$ cat config.mk
export PLATFORM = sky130hd
export DESIGN_NAME = spi_slave_sync
export DESIGN_NICKNAME = d
export VERILOG_FILES = /design/src/rtl/spi_slave_sync.sv
export SDC_FILE = /design/constraint.sdc
export NUM_CORES = 1
export LEC_CHECK = 0
export CORE_ASPECT_RATIO = 1.5
export CORE_MARGIN = 4
export CORE_UTILIZATION = 45
export CTS_CLUSTER_SIZE = 12
export DETAILED_ROUTE_END_ITERATION = 7
export PLACE_DENSITY = 0.79
export SLEW_MARGIN = 40
export SYNTH_ARGS = -nofsm -noshare
export SYNTH_HDL_FRONTEND = slang
export SYNTH_SLANG_ARGS = --single-unit
$ cat constraint.sdc
create_clock -name clk -period 3.2 [get_ports clk]
set_input_delay 0.32 -clock clk [delete_from_list [all_inputs] [get_ports clk]]
set_output_delay 0.32 -clock clk [all_outputs]
set_load 0.02 [all_outputs]
$ cat src/rtl/spi_slave_sync.sv
// SPI mode-0 receive slave, oversampled by clk, MSB-first bytes.
// Echoes the previously received byte on miso.
module spi_slave_sync (
    input  logic       clk,
    input  logic       rst,
    input  logic       sclk,
    input  logic       ss,
    input  logic       mosi,
    output logic       miso,
    output logic [7:0] data,
    output logic       valid,
    output logic       sot,
    output logic       eot
);

    logic       sclk_q;
    logic       ss_q;
    logic       first;
    logic [2:0] cnt;
    logic [7:0] sr;
    logic [7:0] tx;
    logic       rise;
    logic       fall;
    logic       ss_rel;
    logic       ss_fell;
    logic [7:0] sr_next;

    assign rise    = sclk & ~sclk_q;
    assign fall    = ~sclk & sclk_q;
    assign ss_rel  = ss & ~ss_q;
    assign ss_fell = ~ss & ss_q;
    assign sr_next = {sr[6:0], mosi};

    always_ff @(posedge clk or negedge rst) begin
        if (!rst) begin
            sclk_q <= 1'b0;
            ss_q   <= 1'b1;
            first  <= 1'b1;
            cnt    <= 3'd0;
            sr     <= 8'h00;
            tx     <= 8'h00;
            data   <= 8'h00;
            valid  <= 1'b0;
            sot    <= 1'b0;
            eot    <= 1'b0;
            miso   <= 1'b0;
        end else begin
            sclk_q <= sclk;
            ss_q   <= ss;
            valid  <= 1'b0;
            sot    <= 1'b0;
            eot    <= ss_rel;
            if (ss) begin
                cnt   <= 3'd0;
                first <= 1'b1;
                miso  <= 1'b0;
            end else begin
                if (rise) begin
                    sr  <= sr_next;
                    cnt <= cnt + 3'd1;
                    if (cnt == 3'd7) begin
                        data  <= sr_next;
                        valid <= 1'b1;
                        sot   <= first;
                        first <= 1'b0;
                        tx    <= sr_next;
                    end
                end
                // preload the MSB as soon as select falls, then advance on fall
                if (fall || ss_fell)
                    miso <= tx[3'd7 - cnt];
            end
        end
    end

endmodule

==> results_dict.tcl, run 1 <==
set metrics [dict create \
    p_seq_frac 0.653 \
    final_common_cell "dfrtp_1" \
    grt_use_total 0.135 \
    ys_seq_elements 25 \
    die_w_um 46.9 \
    coreArea_um2 2100 \
    grt_overflow 0 \
    drv_slew 0 \
    fin_cells 110 \
    rsz0062_at_grt "no" \
    netlist.area_leader.share 0.564 \
    grt_max_degree 26 \
    netlist_area_um2 1020 \
    wirelength_mm 1.76 \
    synth_edf_count 0 \
    netlist_instances 68 \
    clk_path_buf_depth 2 \
    cts_resized 0 \
    path_class "primary input to register" \
    num-fill-cells 168 \
    drt_pre_antenna_iters 4 \
    dp_hpwl_mm 1.26 \
    synth.distinct_cells 21 \
    finalSetupTns_ns 0 \
    grt_util_met1 0.144 \
    status "finished, final reports clean" \
    fp.dieH_um 66.3 \
    grt_pass1_vias 661 \
    synthTopCellsByArea "dfrtp_1 56%, mux2_2 17%, dfstp_2 5.1%" \
    hold_path_class "primary input to asynchronous set/reset pin" \
    worstPathCellList "clkdlybuf4s50_1 > nor3b_4 > and3_1 > mux2_2" \
    critPathSlowestCell "clkdlybuf4s50_1" \
    gp_congestion 0.764 \
    vias 593 \
    path_max_fanout 10 \
    io_pins 17 \
    yosysSeqAreaShare 0.615 \
    comb_power_share 0.114 \
    yosys.area.top_type "dfrtp_1" \
    synthToLayoutAreaGrowth_pct 20.3 \
    vias_per_cell 5.39 \
    synth.yosys.warnings 0 \
    clock-skew-final_ns 0.00958 \
    cellLeakagePower_uw 0.000573 \
    grt-busiest-layer "met2" \
    r2r_end "data[1]" \
    setup_viol 0 \
    critPathLaunchType "primary input" \
    cts_tree "built" \
    ir_drop_uv 390 \
    layout_common_cells "23 x dfrtp_1, 15 x mux2_2, 15 x clkdlybuf4s50_1" \
    fin_util 0.585 \
    diodes 0 \
    final_antenna_net_count 0 \
    root_buffer "clkbuf_4" \
    cts_sinks 25 \
    drcViolationCount 0 \
    port_buffers 16 \
    crit_arrival_ns 2.22 \
    cts_made_buffers 3 \
    worstMarginPinSlew_ns 0.532 \
    dp_slack_ns 0.861 \
    dp_cells 105 \
    p_int_uw 448 \
    slowest_delay_ns 0.56 \
    maxCapViolations 0 \
    clkPwrFrac 0.233 \
    switchingPower_uw 147 \
    swShare 0.247 \
    grt_pass1_wl_mm 2.91 \
    wl_per_cell_um 16.0 \
    nets 96 \
    clock_latency_ns 0.32 \
    reg2reg_from "sclk_q" \
    critPathRequiredTime_ns 3.41 \
    synth_ff_type "dfrtp_1" \
    reg2reg_slack_ns 1.36 \
    async_flop_share 1.00 \
    dr.first_iter.drc_count 3 \
    power.density_nw_per_um2 485 \
    layout-drive-gt1-share 0.284 \
    avgSynthCellArea_um2 15.0 \
    initial_core_util 0.486 \
    clkTransAtPathRegs_ns 0.13 \
    max_freq_mhz 497 \
    grt.met3_usage 0.0218 \
    max_slew_margin 0.645 \
    fin_ws_ns 1.19 \
    power_uw 596 \
    cts_setup_buffers 0 \
    grt_antenna_before_repair 0 \
    hold_viol_final 0 \
    fin_crit_ns 2.01 \
    htreeDepth 1 \
    grtUsageMet2 0.224 \
    syn_nets 75 \
    num_rows 20 \
    fin_crit_sh 0.629 \
    worstSetupEndpointType "register" \
    dieArea_um2 3110 \
    rr_worst_depth 3 \
]
[timing repair]
action,4_1_cts,5_1_grt
endpoints found under the setup margin,0,0
hold buffers,1,0
endpoints found under the hold margin,23,0
[logic make-up (layout without fill, tap and decap cells)]
group	Yosys count	in the layout	share of synthesized area
mux	20	20	0.227
buf+inv	3	23	0.0184
fa+ha+maj	2	2	0.0245
xor+xnor	1	1	0.00858
simple gates	14	14	0.0834
flops	25	25	0.615
compound gates	3	3	0.0233
[metal layers]
layer  up-vias  share of wire
met2        15           0.50
li1        282              -
met4         0          0.035
met5         -              0
met3         4          0.035
met1       292           0.43
[sequential cells by signal (all words and copies together), names as in the netlist]
register  cells
ss_q          1
eot           1
sot           1
data          8
cnt           3
sr            7
miso          1
valid         1
first         1
sclk_q        1
[worst max-delay path: cells and delay by family]
kind | cells | cell delay (ns)
buf+inv | 1 | 0.56
simple gates | 2 | 0.97
mux | 1 | 0.38
[metrics by stage]
| stage | cell area (um2) | hold WS [ns] |
|---|---|---|
| CTS | 1230 | 0.509 |
| global route | 1230 | 0.532 |
| detailed placement | 1190 | 0.329 |
| floorplan | 1020 | 0.0244 |
| global placement | 1200 | 0.483 |
| finish | 1230 | 0.498 |
[worst max path at each step]
stage / start / endpoint / cells past startpoint
CTS: ss / data[1] / 4
detailed placement: ss / data[6] / 4
finish: ss / data[1] / 4
global placement: ss / data[7] / 4
floorplan: sclk_q / data[0] / 4
global route: ss / data[1] / 4
[cell usage after synthesis, types with 2 or more instances]
cell	instances
ha_1	2
nor2_1	6
dfrtp_1	23
mux2_2	15
mux2i_1	4
inv_1	2
dfstp_2	2
[power groups by stage]
stage          clock network [uW]  registers, uW  logic, uW
3_3_place_gp                    0            390       66.4
2_1_floorplan                   0            385       44.9
4_1_cts                       143            388       69.5
6_report                      139            389       68.0
3_5_place_dp                    0            394       68.6
5_1_grt                       154            391       76.2
[final cells by class]
cell class / count / area, um2 / area share
multi-input combinational: 40 / 374 / 0.304
timing repair buffer: 17 / 165 / 0.134
clock buffer: 4 / 26.3 / 0.0214
inverter: 2 / 7.51 / 0.00611
tap: 22 / 27.5 / 0.0224
sequential: 25 / 628 / 0.511
No activity file was read; power rests on OpenSTA's default activity.
==> run 2, diff against run 1 <==
clock period = 2 ns   (was 3.2 ns; I/O delays follow)
==> run 2 against run 1 <==
Against the previous run: clock power up 55%; largest cell class unchanged; highest routed layer unchanged; register-to-register slack worse by 1.0 ns; die area unchanged; worst setup slack worse by 0.83 ns; first-iteration DRC count up 100%; sequential cell count unchanged; non-clock buffer count up 2; wire length up 1.7%; clock-buffer cell count unchanged; via count down 0.34%; clock skew up 0.0019 ns; utilization up 0.83 points.
==> results_dict.tcl, run 2 (synthesized netlist as in run 1, its figures left out) <==
set metrics [dict create \
    status "finished, final reports clean" \
    seqCellArea_um2 628 \
    wl_per_cell_um 16.0 \
    swShare 0.241 \
    top_register "data" \
    multi_input_area_um2 374 \
    hold_viol_final 0 \
    hold-worst-slack_ns 0.234 \
    num-fill-cells 173 \
    cts_sinks 25 \
    worstMarginPinSlew_ns 0.370 \
    final_common_cell "dfrtp_1" \
    drt_pre_antenna_iters 3 \
    worstSetupEndpointType "register" \
    cts_made_buffers 3 \
    grt_antenna_before_repair 0 \
    place_area_um2 1220 \
    rsz0062_at_grt "no" \
    fin_util 0.593 \
    rr_worst_depth 3 \
    dr.first_iter.drc_count 6 \
    port_buffers 16 \
    grt_pass1_wl_mm 2.97 \
    drcViolationCount 0 \
    final_antenna_net_count 0 \
    io_pins 17 \
    grt_max_degree 26 \
    clock_latency_ns 0.31 \
    grt_use_total 0.140 \
    grt_pass1_vias 646 \
    max_slew_margin 0.754 \
    root_buffer "clkbuf_4" \
    critPathLaunchType "register" \
    cts_tree "built" \
    clkTransAtPathRegs_ns 0.13 \
    fin_ws_ns 0.361 \
    vias 591 \
    clk_path_buf_depth 2 \
    layout_common_cells "23 x dfrtp_1, 16 x clkdlybuf4s50_1, 15 x mux2_2" \
    setup_viol 0 \
    finalSetupTns_ns 0 \
    comb_power_share 0.118 \
    p_seq_frac 0.654 \
    cts_setup_buffers 0 \
    holdBufCountCts 0 \
    fin_crit_ns 1.64 \
    ir_drop_uv 427 \
    path_class "register to register" \
    cts_resized 0 \
    synthToLayoutAreaGrowth_pct 22.1 \
    fin_crit_sh 0.819 \
    coreArea_um2 2100 \
    cellLeakagePower_uw 0.000584 \
    hold_path_class "primary input to asynchronous set/reset pin" \
    power.density_nw_per_um2 762 \
    htreeDepth 1 \
    num_rows 20 \
    clkPwrFrac 0.228 \
    crit_arrival_ns 1.84 \
    dp_slack_ns 0.105 \
    dieArea_um2 3110 \
    nets 98 \
    clock-skew-final_ns 0.0115 \
    dp_hpwl_mm 1.35 \
    grt_overflow 0 \
    vias_per_cell 5.28 \
    maxCapViolations 0 \
    largest_register_ffs 8 \
    path_max_fanout 8 \
    layout-drive-gt1-share 0.300 \
    critPathRequiredTime_ns 2.20 \
    p_int_uw 720 \
    diodes 0 \
    drv_slew 0 \
    design_area_um2 1250 \
    wirelength_mm 1.79 \
    initial_core_util 0.486 \
    switchingPower_uw 229 \
    gp_congestion 0.775 \
    biggestRegsByFlops "data x8, sr x7, cnt x3" \
    fp.dieH_um 66.3 \
    die_w_um 46.9 \
    max_freq_mhz 610 \
]
## run 2: changes by cell type in the layout (fill, tap and decap cells not counted), sizes merged
cell,before,now
dlygate4sd3,1,0
buf,1,3
clkdlybuf4s50,15,16
## run 2: critical path, stage by stage (launching register included)
cell     delay, ns
dfrtp_1       0.53
ha_1          0.22
and3_1        0.39
mux2_2        0.39
## run 2: area by class of cell
cell class              instances  share of cell area
flip-flops and latches         25               0.504
multi-input cells              40               0.300
repair buffers                 19               0.147
well taps                      22              0.0221
clock buffers                   4              0.0211
inverters                       2             0.00602
## run 2: metal layers
layer / vias to the layer above / global-route usage / part of all wire
met3: 2 / 0.0272 / 0.036
met1: 294 / 0.160 / 0.41
met4: 0 / 0.0934 / 0.019
met2: 13 / 0.224 / 0.54
met5: - / 0 / 0
li1: 282 / - / -
## run 2: metrics by stage
| step | instances | power [uW] |
|---|---|---|
| floorplan | 68 | 688 |
| CTS | 112 | 962 |
| finish | 112 | 949 |
| global route | 112 | 1010 |
| global placement | 108 | 736 |
| detailed placement | 108 | 748 |
## run 2: final timing paths
| kind | slack (ns) | startpoint | endpoint |
|---|---|---|---|
| max | 0.36 | cnt[0] | data[0] |
| min | 0.23 | rst | sr[5] |
| max reg2reg | 0.36 | cnt[0] | data[0] |
| min reg2reg | 0.50 | first | first |
| max in group asynchronous | 1.48 | rst | ss_q |
| min in group clk | 0.42 | sclk | sclk_q |
## run 2: power groups by stage
stage | Clock, uW | Combinational [uW] | Sequential (uW)
after floorplan | 0 | 71.8 | 616
after global placement | 0 | 109 | 628
after detailed placement | 0 | 114 | 634
after CTS | 225 | 115 | 622
after global routing | 251 | 125 | 631
final | 216 | 112 | 621
